**src/rtl/mem_bus_arbiter_if.sv**
```systemverilog
// -----------------------------------------------------------------------------
// mem_bus_arbiter_if
// Signal bundle for the two-master memory arbiter.
//   m0_* / m1_*  : level-request / single-cycle-ack handshake of each bus master
//   gnt, busy    : current owner (one-hot) and transaction-in-progress flag
//   mem_*        : the single shared memory port (strobes, address, data, mask)
// Modports:
//   master : the arbiter's view; it drives acks, read data and the memory port
//   slave  : the environment's view (the two masters plus the memory)
// -----------------------------------------------------------------------------
interface mem_bus_arbiter_if;
  logic        m0_req;
  logic        m0_we;
  logic [31:0] m0_addr;
  logic [31:0] m0_wdata;
  logic [3:0]  m0_wmask;
  logic        m0_ack;
  logic [31:0] m0_rdata;

  logic        m1_req;
  logic        m1_we;
  logic [31:0] m1_addr;
  logic [31:0] m1_wdata;
  logic [3:0]  m1_wmask;
  logic        m1_ack;
  logic [31:0] m1_rdata;

  logic [1:0]  gnt;
  logic        busy;
  logic [31:0] mem_addr;
  logic [31:0] mem_data_out;
  logic [3:0]  mem_wr_mask;
  logic        mem_wr;
  logic        mem_rd;
  logic [31:0] mem_data_in;

  modport master (
    input  m0_req, m0_we, m0_addr, m0_wdata, m0_wmask,
    input  m1_req, m1_we, m1_addr, m1_wdata, m1_wmask,
    input  mem_data_in,
    output m0_ack, m0_rdata, m1_ack, m1_rdata,
    output gnt, busy,
    output mem_addr, mem_data_out, mem_wr_mask, mem_wr, mem_rd
  );

  modport slave (
    output m0_req, m0_we, m0_addr, m0_wdata, m0_wmask,
    output m1_req, m1_we, m1_addr, m1_wdata, m1_wmask,
    output mem_data_in,
    input  m0_ack, m0_rdata, m1_ack, m1_rdata,
    input  gnt, busy,
    input  mem_addr, mem_data_out, mem_wr_mask, mem_wr, mem_rd
  );
endinterface

```
**src/rtl/mem_bus_arbiter.sv**
```systemverilog
// -----------------------------------------------------------------------------
// mem_bus_arbiter
// Shares one memory port between two masters (m0 = CPU, m1 = DMA/loader) with
// round-robin arbitration, one transaction at a time. Sequences the one-cycle
// mem_rd/mem_wr strobes and waits READ_LAT cycles before returning read data.
// Ports:
//   clk   : system clock
//   reset : synchronous, active-high reset
//   bus   : mem_bus_arbiter_if.master (master handshakes + memory port)
// Parameter:
//   READ_LAT : cycles from the mem_rd pulse to valid mem_data_in (>= 1)
// All outputs are registered; each registered output is computed from the
// state occupied at the clock edge, so it becomes visible one cycle later.
// -----------------------------------------------------------------------------
module mem_bus_arbiter #(
  parameter int READ_LAT = 2
) (
  input  logic              clk,
  input  logic              reset,
  mem_bus_arbiter_if.master bus
);

  localparam int              CNT_W    = (READ_LAT > 1) ? $clog2(READ_LAT) : 1;
  localparam logic [CNT_W-1:0] CNT_LOAD = CNT_W'(READ_LAT - 1);

  typedef enum logic [1:0] {S_IDLE, S_ISSUE, S_WAIT, S_RESP} state_e;

  state_e           state_q, state_d;
  logic [CNT_W-1:0] cnt_q, cnt_d;
  logic             owner_q, owner_d;       // 1 = m1 owns the transaction
  logic             we_q, we_d;
  logic             last_m1_q, last_m1_d;   // 1 = m1 was granted most recently
  logic [1:0]       gnt_q, gnt_d;
  logic             busy_q, busy_d;
  logic [31:0]      mem_addr_q, mem_addr_d;
  logic [31:0]      mem_data_out_q, mem_data_out_d;
  logic [3:0]       mem_wr_mask_q, mem_wr_mask_d;
  logic             mem_wr_q, mem_wr_d;
  logic             mem_rd_q, mem_rd_d;
  logic             m0_ack_q, m0_ack_d;
  logic             m1_ack_q, m1_ack_d;
  logic [31:0]      m0_rdata_q, m0_rdata_d;
  logic [31:0]      m1_rdata_q, m1_rdata_d;

  // Arbitration: a lone requester wins; on conflict the master not granted
  // last wins. last_m1_q resets to 1 so the first conflict goes to m0.
  logic        any_req;
  logic        pick_m1;
  logic        sel_we;
  logic [31:0] sel_addr;
  logic [31:0] sel_wdata;
  logic [3:0]  sel_wmask;

  assign any_req   = bus.m0_req | bus.m1_req;
  assign pick_m1   = bus.m1_req & (~bus.m0_req | ~last_m1_q);
  assign sel_we    = pick_m1 ? bus.m1_we    : bus.m0_we;
  assign sel_addr  = pick_m1 ? bus.m1_addr  : bus.m0_addr;
  assign sel_wdata = pick_m1 ? bus.m1_wdata : bus.m0_wdata;
  assign sel_wmask = pick_m1 ? bus.m1_wmask : bus.m0_wmask;

  // State and output registers.
  // NOTE: non-blocking assignments here so every register samples pre-edge values.
  always_ff @(posedge clk) begin
    if (reset) begin
      state_q        <= S_IDLE;
      cnt_q          <= '0;
      owner_q        <= 1'b0;
      we_q           <= 1'b0;
      last_m1_q      <= 1'b1;
      gnt_q          <= 2'b00;
      busy_q         <= 1'b0;
      mem_addr_q     <= '0;
      mem_data_out_q <= '0;
      mem_wr_mask_q  <= 4'b0000;
      mem_wr_q       <= 1'b0;
      mem_rd_q       <= 1'b0;
      m0_ack_q       <= 1'b0;
      m1_ack_q       <= 1'b0;
      m0_rdata_q     <= '0;
      m1_rdata_q     <= '0;
    end else begin
      state_q        <= state_d;
      cnt_q          <= cnt_d;
      owner_q        <= owner_d;
      we_q           <= we_d;
      last_m1_q      <= last_m1_d;
      gnt_q          <= gnt_d;
      busy_q         <= busy_d;
      mem_addr_q     <= mem_addr_d;
      mem_data_out_q <= mem_data_out_d;
      mem_wr_mask_q  <= mem_wr_mask_d;
      mem_wr_q       <= mem_wr_d;
      mem_rd_q       <= mem_rd_d;
      m0_ack_q       <= m0_ack_d;
      m1_ack_q       <= m1_ack_d;
      m0_rdata_q     <= m0_rdata_d;
      m1_rdata_q     <= m1_rdata_d;
    end
  end

  // Next-state logic and read-latency counter.
  // NOTE: every variable gets a default first so no path infers a latch.
  always_comb begin
    state_d = state_q;
    cnt_d   = cnt_q;
    case (state_q)
      S_IDLE:  if (any_req) state_d = S_ISSUE;
      S_ISSUE: begin
        if (we_q) begin
          state_d = S_RESP;
        end else begin
          state_d = S_WAIT;
          cnt_d   = CNT_LOAD;
        end
      end
      S_WAIT: begin
        if (cnt_q == '0) state_d = S_RESP;
        else             cnt_d   = cnt_q - CNT_W'(1);
      end
      S_RESP:  state_d = S_IDLE;
      default: state_d = S_IDLE;
    endcase
  end

  // Output and datapath next values. Strobes and acks default low so they
  // are one-cycle pulses; address/data/mask/rdata default to holding.
  always_comb begin
    owner_d        = owner_q;
    we_d           = we_q;
    last_m1_d      = last_m1_q;
    gnt_d          = gnt_q;
    busy_d         = busy_q;
    mem_addr_d     = mem_addr_q;
    mem_data_out_d = mem_data_out_q;
    mem_wr_mask_d  = mem_wr_mask_q;
    mem_wr_d       = 1'b0;
    mem_rd_d       = 1'b0;
    m0_ack_d       = 1'b0;
    m1_ack_d       = 1'b0;
    m0_rdata_d     = m0_rdata_q;
    m1_rdata_d     = m1_rdata_q;
    case (state_q)
      S_IDLE: begin
        gnt_d  = 2'b00;
        busy_d = 1'b0;
        if (any_req) begin
          owner_d        = pick_m1;
          we_d           = sel_we;
          last_m1_d      = pick_m1;
          gnt_d          = pick_m1 ? 2'b10 : 2'b01;
          busy_d         = 1'b1;
          mem_addr_d     = sel_addr;
          mem_data_out_d = sel_wdata;
          mem_wr_mask_d  = sel_we ? sel_wmask : 4'b0000;
        end
      end
      S_ISSUE: begin
        mem_wr_d = we_q;
        mem_rd_d = ~we_q;
      end
      S_WAIT: begin
        if (cnt_q == '0) begin
          if (owner_q) m1_rdata_d = bus.mem_data_in;
          else         m0_rdata_d = bus.mem_data_in;
        end
      end
      S_RESP: begin
        m0_ack_d = ~owner_q;
        m1_ack_d = owner_q;
      end
      default: ;
    endcase
  end

  assign bus.gnt          = gnt_q;
  assign bus.busy         = busy_q;
  assign bus.mem_addr     = mem_addr_q;
  assign bus.mem_data_out = mem_data_out_q;
  assign bus.mem_wr_mask  = mem_wr_mask_q;
  assign bus.mem_wr       = mem_wr_q;
  assign bus.mem_rd       = mem_rd_q;
  assign bus.m0_ack       = m0_ack_q;
  assign bus.m1_ack       = m1_ack_q;
  assign bus.m0_rdata     = m0_rdata_q;
  assign bus.m1_rdata     = m1_rdata_q;

endmodule

```
**src/flat_wrapper.sv**
```systemverilog
// flat-port wrapper written by rule: the top's interface ports become plain ports
module mem_bus_arbiter_flat 
#(
  parameter int READ_LAT = 2
)
  (clk, reset, bus_m0_req, bus_m0_we, bus_m0_addr, bus_m0_wdata, bus_m0_wmask, bus_m1_req, bus_m1_we, bus_m1_addr, bus_m1_wdata, bus_m1_wmask, bus_mem_data_in, bus_m0_ack, bus_m0_rdata, bus_m1_ack, bus_m1_rdata, bus_gnt, bus_busy, bus_mem_addr, bus_mem_data_out, bus_mem_wr_mask, bus_mem_wr, bus_mem_rd);
  mem_bus_arbiter_if bus_i ();
  input  logic clk;
  input  logic reset;
  input wire logic [$bits(bus_i.m0_req)-1:0] bus_m0_req;
  input wire logic [$bits(bus_i.m0_we)-1:0] bus_m0_we;
  input wire logic [$bits(bus_i.m0_addr)-1:0] bus_m0_addr;
  input wire logic [$bits(bus_i.m0_wdata)-1:0] bus_m0_wdata;
  input wire logic [$bits(bus_i.m0_wmask)-1:0] bus_m0_wmask;
  input wire logic [$bits(bus_i.m1_req)-1:0] bus_m1_req;
  input wire logic [$bits(bus_i.m1_we)-1:0] bus_m1_we;
  input wire logic [$bits(bus_i.m1_addr)-1:0] bus_m1_addr;
  input wire logic [$bits(bus_i.m1_wdata)-1:0] bus_m1_wdata;
  input wire logic [$bits(bus_i.m1_wmask)-1:0] bus_m1_wmask;
  input wire logic [$bits(bus_i.mem_data_in)-1:0] bus_mem_data_in;
  output wire logic [$bits(bus_i.m0_ack)-1:0] bus_m0_ack;
  output wire logic [$bits(bus_i.m0_rdata)-1:0] bus_m0_rdata;
  output wire logic [$bits(bus_i.m1_ack)-1:0] bus_m1_ack;
  output wire logic [$bits(bus_i.m1_rdata)-1:0] bus_m1_rdata;
  output wire logic [$bits(bus_i.gnt)-1:0] bus_gnt;
  output wire logic [$bits(bus_i.busy)-1:0] bus_busy;
  output wire logic [$bits(bus_i.mem_addr)-1:0] bus_mem_addr;
  output wire logic [$bits(bus_i.mem_data_out)-1:0] bus_mem_data_out;
  output wire logic [$bits(bus_i.mem_wr_mask)-1:0] bus_mem_wr_mask;
  output wire logic [$bits(bus_i.mem_wr)-1:0] bus_mem_wr;
  output wire logic [$bits(bus_i.mem_rd)-1:0] bus_mem_rd;
  assign bus_i.m0_req = bus_m0_req;
  assign bus_i.m0_we = bus_m0_we;
  assign bus_i.m0_addr = bus_m0_addr;
  assign bus_i.m0_wdata = bus_m0_wdata;
  assign bus_i.m0_wmask = bus_m0_wmask;
  assign bus_i.m1_req = bus_m1_req;
  assign bus_i.m1_we = bus_m1_we;
  assign bus_i.m1_addr = bus_m1_addr;
  assign bus_i.m1_wdata = bus_m1_wdata;
  assign bus_i.m1_wmask = bus_m1_wmask;
  assign bus_i.mem_data_in = bus_mem_data_in;
  assign bus_m0_ack = bus_i.m0_ack;
  assign bus_m0_rdata = bus_i.m0_rdata;
  assign bus_m1_ack = bus_i.m1_ack;
  assign bus_m1_rdata = bus_i.m1_rdata;
  assign bus_gnt = bus_i.gnt;
  assign bus_busy = bus_i.busy;
  assign bus_mem_addr = bus_i.mem_addr;
  assign bus_mem_data_out = bus_i.mem_data_out;
  assign bus_mem_wr_mask = bus_i.mem_wr_mask;
  assign bus_mem_wr = bus_i.mem_wr;
  assign bus_mem_rd = bus_i.mem_rd;
  mem_bus_arbiter #(.READ_LAT(READ_LAT)) u_core (.clk(clk), .reset(reset), .bus(bus_i));
endmodule
```
**config.mk**
```make
export PLATFORM = sky130hd
export DESIGN_NAME = mem_bus_arbiter_flat
export DESIGN_NICKNAME = d
export VERILOG_FILES = /design/src/rtl/mem_bus_arbiter_if.sv /design/src/rtl/mem_bus_arbiter.sv /design/src/flat_wrapper.sv
export SDC_FILE = /design/constraint.sdc
export NUM_CORES = 1
export LEC_CHECK = 0
export ABC_AREA = 0
export CORE_MARGIN = 2
export CORE_UTILIZATION = 42
export CTS_BUF_LIST = sky130_fd_sc_hd__clkbuf_4 sky130_fd_sc_hd__clkbuf_8 sky130_fd_sc_hd__clkbuf_16
export CTS_CLUSTER_DIAMETER = 40
export CTS_CLUSTER_SIZE = 25
export DETAILED_ROUTE_END_ITERATION = 7
export PLACE_DENSITY = 0.95
export SYNTH_ARGS = -nofsm -noshare
export SYNTH_HDL_FRONTEND = slang
export SYNTH_SLANG_ARGS = --single-unit
```
**constraint.sdc**
```tcl
create_clock -name clk -period 4.05 [get_ports clk]
set_clock_uncertainty 0.05 [all_clocks]
set_input_delay 0.405 -clock clk [delete_from_list [all_inputs] [get_ports clk]]
set_output_delay 0.405 -clock clk [all_outputs]
set_load 0.05 [all_outputs]
```
==> reports/qor.txt, run 1 <==
nets = 1110
Main synth FF type = dfxtp_1
Synth Area per Inst = 9.02 um2
IO buf count = 312
CTS tree = done
Hold Startpoint = u_core.bus.m1_rdata[24]
register area = 0.00290 mm2
Comb power frac = 44.2%
multi-input combinational cell area = 0.00259 mm2
fillers = 938
Mapped Area = 0.00580 mm2
Worst Path Max Fanout = 124
# hold bufs at CTS = 0
Setup violations, final = 0
Core Box Area = 0.0133 mm2
Hold WC Path Type = flop to flop
post-route setup slack = 1780 ps
DR pass1 iterations = 4
maximum VDD drop = 414 uV
first-pass GRT wire length = 29200 um
hold path depth = 2
Crit Path Category = flop to flop
asr flop ratio synth = 0%
PostCTS Resize Cnt = 0
initial core utilization = 43.4%
clock buffer count from CTS = 17
max-cap violation count = 0
synth cell count leaders = 145 x dfxtp_1, 133 x nand2_1, 74 x nor2_1, 70 x a21oi_1, 67 x mux2i_1
die area = 0.0148 mm2
share of the synthesized area in the top cell type = 50.1%
post-CTS setup repair buffer count = 0
largest net degree at the start of global routing = 125
NetSw = 2610 uW
Synth area leader = dfxtp_1
total track usage = 25.7%
synthesis-to-finish area growth = 64.9%
Hold Path End = u_core.bus.m1_rdata[24]
Synth cell types = 36
FF-to-FF End = u_core.bus.mem_data_out[18]
switching share of total power = 40.8%
dpl ws = 1380 ps
power share of the clock group = 25.7%
period utilization = 56.1%
top-count cell post-synth = dfxtp_1
yosys warns = 0
Slew headroom = 33.9%
Die X = 122 um
Critical Path Sink Type = flop
status = completed
initial antenna violation count = 1
DRT antenna net count = 0
syn_nets = 822
clock latency on the worst-skew pair = 400 ps
number of cells on the worst reg-to-reg path = 7
root buf cell = clkbuf_16
Worst setup SP type = flop
Tightest Pin Transition = 992 ps
DP HPWL = 14400 um
worst path arrival time = 2520 ps
R2R setup slack = 1780 ps
Site Rows = 42
vias per cell = 5.11
DR WL/cell = 17.0 um
Final Hold Vio Count = 0
GRT overflow = 0
Final Slew Violations = 0
R2R Path Start = u_core.state_q[0]
IO Count = 313
Vert. Die Dim = 122 um
number of global-route vias before repair = 5692
Final Util = 71.6%
P_leak = 0.00350 uW
Final GP Congestion = 0.806
ranking of synthesized cells by area = dfxtp_1 50%, mux2i_1 12%, nand2_1 8.6%
clk sink count = 145
sequential share of power = 30.1%
Max Clock Freq = 440 MHz
power density cells = 669 mW/mm2
fraction of layout cells with a size suffix above 1 = 5.20%
drc violations = 0
Seq/Total Area, Yosys = 50.1%
Clock Path Buffers = 2
worst path required time = 4300 ps
RSZ-0062 raised after global routing = no
Final TNS setup = 0 ps
Cells after Synth = 643
Worst-path clk slew = 60 ps
DR iter-0 viols = 308
number of enable flip-flop cells after synthesis = 0
H-tree levels = 4
via count = 5726
Int Pwr = 3780 uW
CP startpoint = u_core.state_q[0]
#FFs+latches synth = 145
final WL = 19000 um
Final min period = 2270 ps
-- layer usage --
layer | vias to the layer above | GRT usage [%] | part of all wire, % | wire, um
li1 | 2804 | - | - | -
met1 | 2608 | 24.1 | 34 | 6390
met2 | 258 | 47.9 | 52 | 9890
met3 | 56 | 9.92 | 9.8 | 1870
met4 | 0 | 13.7 | 4.5 | 854
met5 | - | 0 | 0 | 0
-- worst max-delay path, cell delays in order, from the launching register on --
cell	delay, ps
dfxtp_1	340
inv_1	130
ha_1	410
inv_1	210
nor2_4	160
buf_12	340
nor2_1	100
a211oi_1	290
-- how the worst max path moves through the flow --
| stage | to | slack, ps | cells after the start |
|---|---|---|---|
| finish | u_core.bus.mem_data_out[18] | 1780 | 7 |
| CTS | u_core.bus.mem_addr[27] | 1770 | 7 |
| floorplan | u_core.bus.m0_rdata[15] | 2360 | 7 |
| global placement | u_core.bus.mem_wr_mask[1] | 1400 | 6 |
| global route | u_core.bus.m0_rdata[10] | 1590 | 6 |
| detailed placement | u_core.bus.mem_wr_mask[1] | 1380 | 6 |
-- stage by stage --
stage / hold WS [ps] / power [uW] / instances / cell area [um2]
2_1_floorplan: 404 / 3810 / 643 / 5800
3_3_place_gp: 391 / 4710 / 1088 / 8940
3_5_place_dp: 396 / 4780 / 1088 / 8940
6_report: 403 / 6390 / 1120 / 9560
4_1_cts: 403 / 6440 / 1119 / 9560
5_1_grt: 419 / 6670 / 1119 / 9560
-- placed cells by master, fill, tap and decap left out, types with 5 or more instances in the layout --
master / n
a211oi_1: 63
a21oi_1: 70
buf_4: 8
clkbuf_16: 17
clkdlybuf4s50_1: 311
dfxtp_1: 145
ha_1: 5
mux2i_1: 67
nand2_1: 133
nand3b_1: 5
nor2_1: 74
-- registers in the layout, summed over array words and instances, names as in the netlist --
signal and cells:
u_core.bus.busy 1, u_core.bus.gnt 2, u_core.bus.m0_ack 1, u_core.bus.m0_rdata 32, u_core.bus.m1_ack 1, u_core.bus.m1_rdata 32, u_core.bus.mem_addr 32, u_core.bus.mem_data_out 32
u_core.bus.mem_rd 1, u_core.bus.mem_wr 1, u_core.bus.mem_wr_mask 4, u_core.cnt_q 1, u_core.last_m1_q 1, u_core.owner_q 1, u_core.state_q 2, u_core.we_q 1
-- power by group through the flow --
stage               Clock, uW  Combinational, uW  Sequential [uW]
floorplan                   0                871             2940
global placement            0               2780             1930
detailed placement          0               2830             1950
CTS                      1670               2840             1930
global route             1730               2980             1960
finish                   1640               2830             1930
-- kinds of logic (layout without fill, tap and decap cells) --
| family | after synthesis | count (layout) | share of synthesized area, % |
|---|---|---|---|
| AOI/OAI and AO/OA | 145 | 145 | 15.7 |
| other | 0 | 1 | 0 |
| muxes | 67 | 67 | 11.6 |
| buffers and inverters | 55 | 355 | 5.48 |
| adders and majority gates | 5 | 5 | 1.08 |
| DFF | 145 | 145 | 50.1 |
| and+or+nand+nor | 226 | 226 | 16.1 |
-- layout make-up --
class / count / share of cell area [%]
Tap cell: 176 / 2.30
Sequential cell: 145 / 30.4
Inverter: 3 / 0.118
Multi-Input combinational cell: 443 / 27.1
Timing Repair Buffer: 321 / 33.6
Antenna cell: 1 / 0.0262
Clock inverter: 10 / 1.66
Clock buffer: 21 / 4.83
Power figures use the tool's default switching activity.
==> run 2, diff against run 1 <==
Settings changed: CORE_UTILIZATION 42 to 35, PLACE_DENSITY 0.95 to 0.85.
Clock period 4.05 ns to 1.85 ns, I/O delays scaled along.
==> reports/qor.txt, run 2 (synthesis results as in run 1) <==
status = completed (unchanged)
max-cap violation count = 0 (unchanged)
IO Count = 313 (unchanged)
synthesis-to-finish area growth = 73.5% (was 64.9%)
CTS tree = done (unchanged)
Final Cell Area = 0.0101 mm2 (was 0.00956 mm2)
Slew headroom = 62.1% (was 33.9%)
Final min period = 1810 ps
P_leak = 0.00409 uW (was 0.00350 uW)
diode count = 0 (was 1)
Worst Path Max Fanout = 2 (was 124)
GRT overflow = 0 (unchanged)
Max Clock Freq = 552 MHz
dpl ws = -95.6 ps (was 1380 ps)
commonest non-fill, non-tap cell in the layout = clkdlybuf4s50_1 (unchanged)
drc violations = 0 (unchanged)
fraction of layout cells with a size suffix above 1 = 10.4% (was 5.20%)
clock latency on the worst-skew pair = 400 ps (about the same)
Worst Path Buf+Inv = 1 (was 3)
DR pass1 iterations = 6 (was 4)
DR WL/cell = 15.5 um (was 17.0 um)
initial antenna violation count = 0 (was 1)
CP peak stage delay = 810 ps (was 410 ps)
die area = 0.0176 mm2 (was 0.0148 mm2)
DP HPWL = 14300 um (was 14400 um)
nets = 1140 (was 1110)
Clock Path Buffers = 2 (unchanged)
post-CTS setup repair buffer count = 0 (unchanged)
initial core utilization = 35.3% (was 43.4%)
Placed Area = 0.00933 mm2 (was 0.00894 mm2)
number of cells on the worst reg-to-reg path = 7 (unchanged)
clk sink count = 145 (unchanged)
Hold Startpoint = reset (was u_core.bus.m1_rdata[24])
vias per cell = 4.82 (was 5.11)
total track usage = 20.6% (was 25.7%)
Final Hold Vio Count = 0 (unchanged)
Final GP Congestion = 0.852 (was 0.806)
worst path required time = 1620 ps (was 4300 ps)
R2R Path Start = u_core.state_q[0] (unchanged)
maximum VDD drop = 680 uV (was 414 uV)
clock buffer count from CTS = 17 (unchanged)
H-tree levels = 4 (unchanged)
CP startpoint = u_core.bus.mem_data_out[10] (was u_core.state_q[0])
Tightest Pin Transition = 568 ps (was 992 ps)
Worst-path clk slew = 70 ps (was 60 ps)
Hold WC Path Type = primary input to flop (was flop to flop)
number of global-route vias before repair = 5742 (was 5692)
Vert. Die Dim = 133 um (was 122 um)
Power Total = 14700 uW (was 6390 uW)
period utilization = 97.9%
DR iter-0 viols = 174 (was 308)
via count = 5760 (was 5726)
Worst path depth = 1 (was 7)
Setup violations, final = 0 (unchanged)
first-pass GRT wire length = 28700 um (was 29200 um)
Final Slew Violations = 0 (unchanged)
power density cells = 1460 mW/mm2 (was 669 mW/mm2)
Die X = 133 um (was 122 um)
Crit Path Category = flop to output pin (was flop to flop)
post-route setup slack = 38.4 ps (was 1780 ps)
DRT antenna net count = 0 (unchanged)
Final Util = 61.3% (was 71.6%)
largest net degree at the start of global routing = 55 (was 125)
Site Rows = 47 (was 42)
CP max stage cell = clkdlybuf4s50_1 (was ha_1)
Worst setup SP type = flop (unchanged)
worst path arrival time = 1580 ps (was 2520 ps)
Critical Path Sink Type = output pin (was flop)
IO buf count = 312 (unchanged)
final hold slack = 148 ps (was 403 ps)
Core Box Area = 0.0164 mm2 (was 0.0133 mm2)
CP Cell Sequence = clkdlybuf4s50_1 (was inv_1, ha_1, inv_1, nor2_4, buf_12, nor2_1, a211oi_1)
root buf cell = clkbuf_16 (unchanged)
most frequent cells in the layout = 270 x clkdlybuf4s50_1, 145 x dfxtp_1, 133 x nand2_1 (was 311 x clkdlybuf4s50_1, 145 x dfxtp_1, 133 x nand2_1)
final WL = 18500 um (was 19000 um)
hold path depth = 2 (unchanged)
Top delay family on crit path = buffers and inverters (unchanged)
-- run 2: cell types whose count changed in the layout (fill, tap and decap cells not counted), sizes merged --
cell | before | now
clkinvlp | 2 | 0
clkbuf | 21 | 19
clkinv | 3 | 4
diode | 1 | 0
dlymetal6s2s | 0 | 20
dlygate4sd2 | 0 | 3
inv | 4 | 7
bufinv | 4 | 5
clkdlybuf4s50 | 311 | 270
buf | 10 | 58
-- run 2: cell type report --
class                           instances  area, um2
Clock buffer                           19        447
Clock inverter                         13        225
Fill cell                            1377       6340
Inverter                                3       11.3
Multi-Input combinational cell        443       2610
Sequential cell                       145       2900
Tap cell                              220        275
Timing Repair Buffer                  351       3590
-- run 2: power by group --
group          internal (uW)  leakage, uW  switching [uW]  total [uW]
registers               3820      0.00119             389        4210
clock network           2480     0.000330            1400        3880
logic                   2540      0.00258            4120        6660
total                   8840      0.00409            5900       14700
-- run 2: per-stage QoR --
stage          instances  TNS, ps
5_1_grt             1194    -8.83
3_5_place_dp        1162     -140
6_report            1194        0
3_3_place_gp        1162        0
4_1_cts             1194        0
2_1_floorplan        643        0
-- run 2: worst paths after layout --
path / to / slack, ps
hold reg to reg: u_core.bus.m0_rdata[0] / 400
setup / recovery: bus_mem_data_out[10] / 40
setup reg to reg: u_core.bus.m0_rdata[2] / 100
hold / removal: u_core.bus.mem_rd / 150
-- run 2: timing repair --
action,CTS,global route
hold endpoints to repair,0,0
hold buffers,0,0
endpoints found under the setup margin,6,31
resized for setup,4,23
-- run 2: per-layer routing --
metal	up-vias	wire (um)	GRT usage [%]
li1	2854	-	-
met1	2612	6900	22.0
met2	265	9620	38.0
met3	29	1470	6.17
met4	0	497	8.06
met5	-	0	0
